`config.mk`:
```
export PLATFORM = sky130hd
export DESIGN_NAME = idli_sqi_ctrl_m
export DESIGN_NICKNAME = d
export VERILOG_FILES = /design/src/rtl/idli_pkg.sv /design/src/rtl/idli_sqi_ctrl_m.sv
export SDC_FILE = /design/constraint.sdc
export NUM_CORES = 1
export LEC_CHECK = 0
export BUFFER_PORTS_ARGS = -buffer_cell sky130_fd_sc_hd__buf_2
export CORE_MARGIN = 2
export CORE_UTILIZATION = 45
export DETAILED_ROUTE_END_ITERATION = 16
export GPL_ROUTABILITY_DRIVEN = 0
export HOLD_SLACK_MARGIN = 0.12
export PLACE_DENSITY = 0.74
export SLEW_MARGIN = 25
export SYNTH_ARGS = -nofsm -noshare
export SYNTH_HDL_FRONTEND = slang
export SYNTH_SLANG_ARGS = --single-unit
```
`constraint.sdc`:
```
create_clock -name i_sqi_gck -period 2.6 [get_ports i_sqi_gck]
set_input_delay 0.39 -clock i_sqi_gck [delete_from_list [all_inputs] [get_ports i_sqi_gck]]
set_output_delay 0.39 -clock i_sqi_gck [all_outputs]
set_load 0.05 [all_outputs]
```
`src/rtl/idli_pkg.sv`:
```
// Shared types and constants for the SQI SRAM sequencer (idli_sqi_ctrl_m).
package idli_pkg;

    typedef enum logic [2:0] {
        ST_IDLE  = 3'd0,
        ST_LOAD  = 3'd1,
        ST_CMD   = 3'd2,
        ST_ADDR  = 3'd3,
        ST_DUMMY = 3'd4,
        ST_DATA  = 3'd5,
        ST_DRAIN = 3'd6
    } sqi_state_t;

    localparam int CTR_W = 3;

    localparam logic [7:0] SQI_CMD_READ  = 8'h03;
    localparam logic [7:0] SQI_CMD_WRITE = 8'h02;

    // A 16b word is four nibbles, so LOAD/DATA/DRAIN all end on the same count.
    localparam logic [CTR_W-1:0] WORD_LAST = 3'd3;
    localparam logic [CTR_W-1:0] CMD_LAST  = 3'd1;

    // Command nibble for the given direction; hi selects the first (upper) nibble.
    function automatic logic [3:0] cmd_nibble(input logic wr, input logic hi);
        logic [7:0] cmd;
        cmd = wr ? SQI_CMD_WRITE : SQI_CMD_READ;
        return hi ? cmd[7:4] : cmd[3:0];
    endfunction

endpackage

```
`src/rtl/idli_sqi_ctrl_m.sv`:
```
// SQI (quad-SPI) SRAM sequencer: command/address/dummy phases, SCK gating and
// control of the external 16b nibble-wide IO shift register.
// Optional feature macro: IDLI_SQI_BURST_EN (word-boundary burst continuation).
//
// state | meaning
// IDLE  | cs_n high, waiting for a request
// LOAD  | shift four write nibbles from the core into the IO register
// CMD   | two command nibbles on SIO
// ADDR  | byte address nibbles on SIO, MSB first
// DUMMY | read turnaround, pads released
// DATA  | four data nibbles between IO register and SIO
// DRAIN | read word held in IO register for the core, SCK stopped
module idli_sqi_ctrl_m
    import idli_pkg::*;
#(
    parameter int ADDR_NIBBLES = 6,
    parameter int DUMMY_CYCLES = 2
) (
    input  logic        i_sqi_gck,
    input  logic        i_sqi_rst,
    input  logic        i_sqi_req,
    input  logic        i_sqi_wr,
    input  logic [15:0] i_sqi_addr,
    input  logic [3:0]  i_sqi_wdata,
    output logic        o_sqi_ack,
    output logic        o_sqi_rdata_vld,
    output logic        o_sqi_cs_n,
    output logic        o_sqi_sck_en,
    output logic [3:0]  o_sqi_sio,
    output logic        o_sqi_sio_oe,
    input  logic [3:0]  i_sqi_sio,
    output logic        o_sqi_reg_wr_en,
    output logic [3:0]  o_sqi_reg_data,
    input  logic [3:0]  i_sqi_reg_data
);

    localparam int AW = ADDR_NIBBLES * 4;
    localparam logic [CTR_W-1:0] ADDR_LAST  = CTR_W'(ADDR_NIBBLES - 1);
    localparam logic [CTR_W-1:0] DUMMY_LAST = CTR_W'((DUMMY_CYCLES == 0) ? 0 : DUMMY_CYCLES - 1);
    localparam bit HAS_DUMMY = (DUMMY_CYCLES != 0);

`ifdef IDLI_SQI_BURST_EN
    localparam bit BURST_EN = 1'b1;
`else
    localparam bit BURST_EN = 1'b0;
`endif

    sqi_state_t         r_state;
    sqi_state_t         w_next;
    logic [CTR_W-1:0]   r_ctr;
    logic               r_wr;
    logic               r_cont;
    logic               r_ack;
    logic [AW-1:0]      r_addr_sh;
    logic [AW-1:0]      w_byte_addr;
    logic               w_accept;

    // Word address becomes a byte address with the unused upper bits zeroed.
    assign w_byte_addr = {{(AW - 17){1'b0}}, i_sqi_addr, 1'b0};
    assign w_accept    = (r_state == ST_IDLE) && i_sqi_req;

    // Next-state decode; the phase counter marks the last cycle of each phase.
    always_comb begin
        w_next = r_state;
        case (r_state)
            ST_IDLE: begin
                if (i_sqi_req) begin
                    w_next = i_sqi_wr ? ST_LOAD : ST_CMD;
                end
            end
            ST_LOAD: begin
                if (r_ctr == WORD_LAST) begin
                    w_next = r_cont ? ST_DATA : ST_CMD;
                end
            end
            ST_CMD: begin
                if (r_ctr == CMD_LAST) begin
                    w_next = ST_ADDR;
                end
            end
            ST_ADDR: begin
                if (r_ctr == ADDR_LAST) begin
                    if (!r_wr && HAS_DUMMY) begin
                        w_next = ST_DUMMY;
                    end else begin
                        w_next = ST_DATA;
                    end
                end
            end
            ST_DUMMY: begin
                if (r_ctr == DUMMY_LAST) begin
                    w_next = ST_DATA;
                end
            end
            ST_DATA: begin
                if (r_ctr == WORD_LAST) begin
                    if (!r_wr) begin
                        w_next = ST_DRAIN;
                    end else if (BURST_EN && i_sqi_req) begin
                        w_next = ST_LOAD;
                    end else begin
                        w_next = ST_IDLE;
                    end
                end
            end
            ST_DRAIN: begin
                if (r_ctr == WORD_LAST) begin
                    w_next = (BURST_EN && i_sqi_req) ? ST_DATA : ST_IDLE;
                end
            end
            default: w_next = ST_IDLE;
        endcase
    end

    // State, phase counter, captured request and address shifter.
    always_ff @(posedge i_sqi_gck) begin
        if (i_sqi_rst) begin
            r_state   <= ST_IDLE;
            r_ctr     <= '0;
            r_wr      <= 1'b0;
            r_cont    <= 1'b0;
            r_ack     <= 1'b0;
            r_addr_sh <= '0;
        end else begin
            r_state <= w_next;
            r_ctr   <= (w_next != r_state) ? '0 : r_ctr + 1'b1;
            r_ack   <= w_accept;
            if (w_accept) begin
                r_wr      <= i_sqi_wr;
                r_addr_sh <= w_byte_addr;
            end else if (r_state == ST_ADDR) begin
                r_addr_sh <= {r_addr_sh[AW-5:0], 4'h0};
            end
            // A LOAD entered from a DATA boundary keeps the chip selected.
            if (r_state == ST_IDLE) begin
                r_cont <= 1'b0;
            end else if (r_state == ST_DATA && w_next == ST_LOAD) begin
                r_cont <= 1'b1;
            end
        end
    end

    // Pad and IO-register controls decoded from the current state.
    always_comb begin
        o_sqi_cs_n      = 1'b1;
        o_sqi_sck_en    = 1'b0;
        o_sqi_sio       = 4'h0;
        o_sqi_sio_oe    = 1'b0;
        o_sqi_reg_wr_en = 1'b0;
        o_sqi_reg_data  = 4'h0;
        o_sqi_rdata_vld = 1'b0;
        case (r_state)
            ST_LOAD: begin
                o_sqi_cs_n      = ~r_cont;
                o_sqi_reg_wr_en = 1'b1;
                o_sqi_reg_data  = i_sqi_wdata;
            end
            ST_CMD: begin
                o_sqi_cs_n   = 1'b0;
                o_sqi_sck_en = 1'b1;
                o_sqi_sio_oe = 1'b1;
                o_sqi_sio    = cmd_nibble(r_wr, ~r_ctr[0]);
            end
            ST_ADDR: begin
                o_sqi_cs_n   = 1'b0;
                o_sqi_sck_en = 1'b1;
                o_sqi_sio_oe = 1'b1;
                o_sqi_sio    = r_addr_sh[AW-1 -: 4];
            end
            ST_DUMMY: begin
                o_sqi_cs_n   = 1'b0;
                o_sqi_sck_en = 1'b1;
            end
            ST_DATA: begin
                o_sqi_cs_n   = 1'b0;
                o_sqi_sck_en = 1'b1;
                if (r_wr) begin
                    o_sqi_sio_oe = 1'b1;
                    o_sqi_sio    = i_sqi_reg_data;
                end else begin
                    o_sqi_reg_wr_en = 1'b1;
                    o_sqi_reg_data  = i_sqi_sio;
                end
            end
            ST_DRAIN: begin
                o_sqi_cs_n      = 1'b0;
                o_sqi_rdata_vld = 1'b1;
            end
            default: ;
        endcase
    end

    assign o_sqi_ack = r_ack;

endmodule
```
==> flow_metrics.tcl, run 1 <==
set metrics [dict create \
    rsz0062_at_grt "no" \
    antenna_violations_before_repair 0 \
    cts-root-buf "clkbuf_4" \
    drt_drc_violations_left 0 \
    routed_via_density 5.50 \
    avgRoutedWirePerCell_um 12.6 \
    most_common_cell_after_layout_fill_and_taps_aside "nand2_1" \
    via_count 1639 \
    min_hold_slack_ns 0.310 \
    wirelength_um 3750 \
    worst_hold_path_type "in2reg" \
    port-buffer-count 45 \
    post-synth-top-area-cell "dfxtp_1" \
    synth.net_count 246 \
    synth_cells 209 \
    relSlewSlack_pct 61.7 \
    grt_remaining_overflow 0 \
    report.final.slew_viol_count 0 \
    drv_cap 0 \
    critPathMaxFanout 15 \
    post_route_cells_drive_above_1_share_pct 25.8 \
    most-common-layout-cells "nand2_1 (46), buf_2 (45), dfxtp_1 (32)" \
    synth_largest_type_area_fraction_pct 38.9 \
    placedInstanceArea_sq_um 1900 \
    tritoncts.num_buffers 5 \
    cts.clk_slew.worst_paths_ns 0.11 \
    fillerInstances 340 \
    area_delta_synth_final_pct 20.1 \
    clock_period_minus_final_worst_setup_slack_ns 2.28 \
    outcome "completed" \
    initialDrtViolationCount 105 \
    worst_skew_pair.late_latency_ns 0.33 \
    yosysWarnings 0 \
    clock_tree.buffer_depth 2 \
    fmax_ghz 0.439 \
    synth_edf_count 0 \
    critical-path-slowest-cell "dfxtp_1" \
    setup_total_negative_slack_ns 0 \
    timing.critical_path.mode_cell "nor2b_1" \
    totalPowerFinal_mw 1.32 \
    postLayoutSetupSlackWorst_ns 0.321 \
    worst-slew-pin-transition_ns 0.573 \
    synth.avg_cell_area_sq_um 7.88 \
    top_cells_by_area_synth "dfxtp_1 (39%), nand2_1 (10%), a311oi_1 (6.4%), a21oi_1 (5.5%), nor2_1 (5.5%)" \
    overall_fraction_of_global_route_tracks_in_use_pct 19.1 \
    crit_path_cell_trace "nor2b_1, a22oi_1, nor2b_1, buf_2" \
    setup.worst_path.start_class "register" \
    fin_area_sq_um 1980 \
    grt_start_max_net_pins 27 \
    leakage_nw 0.805 \
    die_area_sq_um 4160 \
    post_synth_num_cell_types 43 \
    finClkSkew_ns 0.0109 \
    cts_sinks 32 \
    rows 21 \
    setup-violations-final 0 \
    cts-htree-levels 2 \
    grt_pass1_vias 1457 \
    timing.setup.critical_path_class "reg2out" \
    ctsResizeCount 0 \
    peakVddDrop_mv 0.396 \
    fp.dieW_um 64.5 \
    timing.critical_path.slowest_cell_delay_ns 0.64 \
    holdBufCountCts 0 \
    min_period_over_period_pct 87.7 \
    power.density_cell_area_nw_per_um2 666 \
    route.antenna.remaining_nets 0 \
    post-cts-setup-buffers 0 \
    antenna_cells_inserted 0 \
    worst_ep_arrival_time_ns 1.89 \
    start_util_pct 48.2 \
    grt_first_pass_wirelength_um 6350 \
    core_footprint_sq_um 3420 \
    num_io_pins 46 \
    layout.nets 288 \
    timing_hold_violations_final 0 \
    synth.cell_area_sq_um 1650 \
    asyncSetResetFlopFracSynth_pct 0 \
    cp-end-kind "output pin" \
    yosys_most_used_dff "dfxtp_1" \
    place.detailed.hpwl_um 2720 \
    yosys_register_bits 32 \
    die_height_um 64.5 \
    synth_seq_area_share_pct 38.9 \
    cts_tree "done" \
    critPathRequiredTime_ns 2.21 \
    drtPass1Iterations 4 \
    setup_slack_placement_ns 0.657 \
]
[cell type report]
class / count / area (sq um) / share of cell area [%]
repair buffers: 50 / 263 / 13.3
inverters: 6 / 22.5 / 1.14
flip-flops and latches: 32 / 641 / 32.4
well taps: 46 / 57.6 / 2.91
multi-input cells: 156 / 916 / 46.3
clock inverters: 3 / 42.5 / 2.15
clock buffers: 5 / 37.5 / 1.90
[final timing paths]
check	start	end	slack, ns	cells after the start
max	r_state[1]	o_sqi_sio[3]	0.32	4
max reg2reg	r_ctr[0]	r_ctr[1]	0.61	5
min	i_sqi_addr[1]	r_addr_sh[2]	0.31	3
min reg2reg	r_addr_sh[19]	r_addr_sh[23]	0.46	2
[state kept, by name (all words and copies together) (netlist names)]
| signal | cells |
|---|---|
| r_state | 3 |
| r_cont | 1 |
| r_ctr | 3 |
| r_wr | 1 |
| o_sqi_ack | 1 |
| r_addr_sh | 23 |
[metal layers]
| metal | vias up | GRT usage (%) | part of all wire, % |
|---|---|---|---|
| met5 | - | 0 | 0 |
| met4 | 0 | 7.45 | 0.80 |
| met1 | 756 | 25.2 | 50 |
| met2 | 45 | 30.1 | 44 |
| li1 | 834 | - | - |
| met3 | 4 | 4.69 | 5.3 |
[synthesized netlist by cell type, drive strengths merged (2+ instances only)]
| master | count |
|---|---|
| nand2 | 46 |
| dfxtp | 32 |
| nor2 | 24 |
| a21oi | 18 |
| a311oi | 12 |
| a22oi | 11 |
| buf | 9 |
| clkbuf | 6 |
| inv | 6 |
| ha | 5 |
| nor2b | 4 |
| a2111oi | 3 |
| o21ai | 3 |
| a21o | 2 |
| nand2b | 2 |
| nand3 | 2 |
| nor4b | 2 |
| or2 | 2 |
[cell families after synthesis]
family,Yosys count,share of synthesized area (%)
AOI/OAI and AO/OA,60,26.0
adders and majority gates,5,3.80
buffers and inverters,21,5.54
DFF,32,38.9
muxes,1,0.607
and+or+nand+nor,90,25.2
[metrics by stage]
stage	instances	util [%]
after floorplan	209	-
after global placement	290	55.6
after detailed placement	290	55.6
after CTS	298	57.9
after global routing	298	57.9
final	298	57.9
[worst max-delay path, delay by kind of cell (launching register included)]
family	cells	cell delay (ns)
DFF	1	0.64
and+or+nand+nor	2	0.54
buffers and inverters	1	0.27
AOI/OAI and AO/OA	1	0.11
[power by group]
group	internal, mW	switching [mW]	leakage [nW]
sequential	0.537	0.0425	0.262
clock	0.200	0.177	0.0412
combinational	0.132	0.229	0.502
total	0.870	0.448	0.805
Power figures use the tool's default switching activity.
==> inputs of run 2 (changes only) <==
--- a/config.mk
+++ b/config.mk
@@ -5,13 +5,13 @@
 export SDC_FILE = /design/constraint.sdc
 export NUM_CORES = 1
 export LEC_CHECK = 0
-export BUFFER_PORTS_ARGS = -buffer_cell sky130_fd_sc_hd__buf_2
 export CORE_MARGIN = 2
 export CORE_UTILIZATION = 45
 export DETAILED_ROUTE_END_ITERATION = 16
+export DONT_BUFFER_PORTS = 1
 export GPL_ROUTABILITY_DRIVEN = 0
 export HOLD_SLACK_MARGIN = 0.12
-export PLACE_DENSITY = 0.74
+export PLACE_DENSITY = 0.64
 export SLEW_MARGIN = 25
 export SYNTH_ARGS = -nofsm -noshare
 export SYNTH_HDL_FRONTEND = slang
==> run 2 against run 1 <==
Hold slack worse by 0.12 ns. First-iteration DRC count is 60% higher. Critical path type unchanged. Count of clock-buffer cells in the layout is 2 higher. Design area is 7.6% lower. Utilization is 4.4 points lower. Sequential share of layout area is 2.7 points higher.
==> flow_metrics.tcl, run 2 (synthesis gave the netlist of run 1 again) <==
set metrics [dict create \
    outcome "completed" \
    rows 21 \
    timing.critical_path.slowest_cell_delay_ns 0.54 \
    cts.clk_slew.worst_paths_ns 0.10 \
    setup.worst_path.start_class "register" \
    relSlewSlack_pct 48.6 \
    wirelength_um 3900 \
    worst_skew_pair.late_latency_ns 0.33 \
    timing.rr.start "r_state[0]" \
    area_delta_synth_final_pct 10.9 \
    route.antenna.remaining_nets 0 \
    num_io_pins 46 \
    finClkSkew_ns 0.00309 \
    hold_path_end "r_wr" \
    port-buffer-count 0 \
    totalPowerFinal_mw 1.22 \
    timing.critical_path.mode_cell "nor2_1" \
    final_cells 264 \
    whs_path_depth 2 \
    hold_start "i_sqi_wr" \
    min_period_over_period_pct 86.0 \
    via_count 1564 \
    routed_via_density 5.92 \
    overall_fraction_of_global_route_tracks_in_use_pct 18.9 \
    crit_path_buffers_inverters 2 \
    avgRoutedWirePerCell_um 14.8 \
    largestRegisters "r_addr_sh x23, r_ctr x3, r_state x3" \
    power.density_cell_area_nw_per_um2 666 \
    cts-root-buf "clkbuf_4" \
    cts_sinks 32 \
    worst_hold_path_type "in2reg" \
    core_footprint_sq_um 3420 \
    tritoncts.num_buffers 5 \
    peakVddDrop_mv 0.298 \
    place_inst 253 \
    antenna_cells_inserted 0 \
    grt_first_pass_wirelength_um 6290 \
    grt_start_max_net_pins 25 \
    clock_tree.buffer_depth 2 \
    antenna_violations_before_repair 0 \
    fillerInstances 330 \
    critical-path-top-delay-family "flip-flops" \
    worst_ep_arrival_time_ns 1.85 \
    grt_remaining_overflow 0 \
    timing.setup.critical_path_class "reg2out" \
    largest_register "r_addr_sh" \
    min_hold_slack_ns 0.192 \
    place.detailed.hpwl_um 2650 \
    most_common_cell_after_layout_fill_and_taps_aside "nand2_1" \
    largest_register_ff_count 23 \
    post-route-util_pct 53.5 \
    cts_tree "done" \
    drv_cap 0 \
    r2r_cells 4 \
    die_height_um 64.5 \
    critPathRequiredTime_ns 2.21 \
    fmax_ghz 0.447 \
    crit-reg2reg-capture "r_ctr[0]" \
    r2r_setup_slack_ns 0.59 \
    cp-end-kind "output pin" \
    drtPass1Iterations 4 \
    post_route_cells_drive_above_1_share_pct 12.8 \
    drt_drc_violations_left 0 \
    initialDrtViolationCount 168 \
    clock_period_minus_final_worst_setup_slack_ns 2.24 \
    timing_hold_violations_final 0 \
    cts-htree-levels 2 \
    report.final.slew_viol_count 0 \
    start_util_pct 48.2 \
    critical-path-slowest-cell "dfxtp_2" \
    crit_path_cell_trace "inv_1, nor2_1, a22oi_1, nor2_1, buf_4" \
    worst-slew-pin-transition_ns 0.768 \
    layout.nets 254 \
    most-common-layout-cells "nand2_1 (46), dfxtp_1 (31), nor2_1 (24)" \
    rsz0062_at_grt "no" \
    die_area_sq_um 4160 \
    critPathMaxFanout 20 \
    fp.dieW_um 64.5 \
    setup-violations-final 0 \
    setup_total_negative_slack_ns 0 \
    leakage_nw 0.657 \
    grt_pass1_vias 1353 \
]
==> run 2: cell type report <==
cell class | count | area, sq um | area share, %
multi-input combinational | 156 | 916 | 50.1
sequential | 32 | 642 | 35.1
timing repair buffer | 16 | 128 | 6.98
tap | 46 | 57.6 | 3.15
clock buffer | 7 | 55.1 | 3.01
inverter | 6 | 22.5 | 1.23
clock inverter | 1 | 7.51 | 0.411
==> run 2: worst reg2reg max path: stages (launching register included) <==
cell,delay [ns]
dfxtp_1,0.80
nand2b_2,0.21
a221oi_1,0.34
a21oi_1,0.13
a2111oi_1,0.41
==> run 2: how the worst max path moves through the flow <==
stage	startpoint	end	slack (ns)	cells past startpoint
floorplan	r_state[0]	o_sqi_sio[1]	0.17	4
global placement	r_state[2]	o_sqi_sio_oe	0.59	3
detailed placement	r_state[2]	o_sqi_reg_data[2]	0.50	5
CTS	r_state[2]	o_sqi_reg_data[2]	0.11	5
global route	r_state[2]	o_sqi_reg_data[3]	0.21	5
finish	r_state[2]	o_sqi_reg_data[2]	0.36	5
==> run 2: through the flow <==
stage | cell area [sq um] | setup slack [ns]
final | 1830 | 0.363
after detailed placement | 1730 | 0.500
after global placement | 1730 | 0.593
after CTS | 1820 | 0.115
after global routing | 1830 | 0.210
after floorplan | 1650 | 0.172
==> run 2: routing by layer <==
layer / global-route usage [%] / vias up / part of all wire (%)
met5: 0 / - / 0
met4: 5.32 / 0 / 0.92
met3: 6.25 / 7 / 9.0
met2: 30.3 / 77 / 46
met1: 24.2 / 716 / 44
li1: - / 764 / -
==> run 2: power by group <==
group          internal [mW]  total, mW  switching, mW  leakage [nW]
Combinational          0.114      0.316          0.201         0.363
Sequential             0.537      0.599         0.0611         0.263
Clock                  0.132      0.303          0.171        0.0315
Total                  0.784       1.22          0.433         0.657
==> run 2: what timing repair did <==
action	CTS	global route
hold endpoints to repair	21	1
buffers inserted	0	0
gates resized for setup	0	1
setup endpoints to repair	0	5
hold buffers	2	1
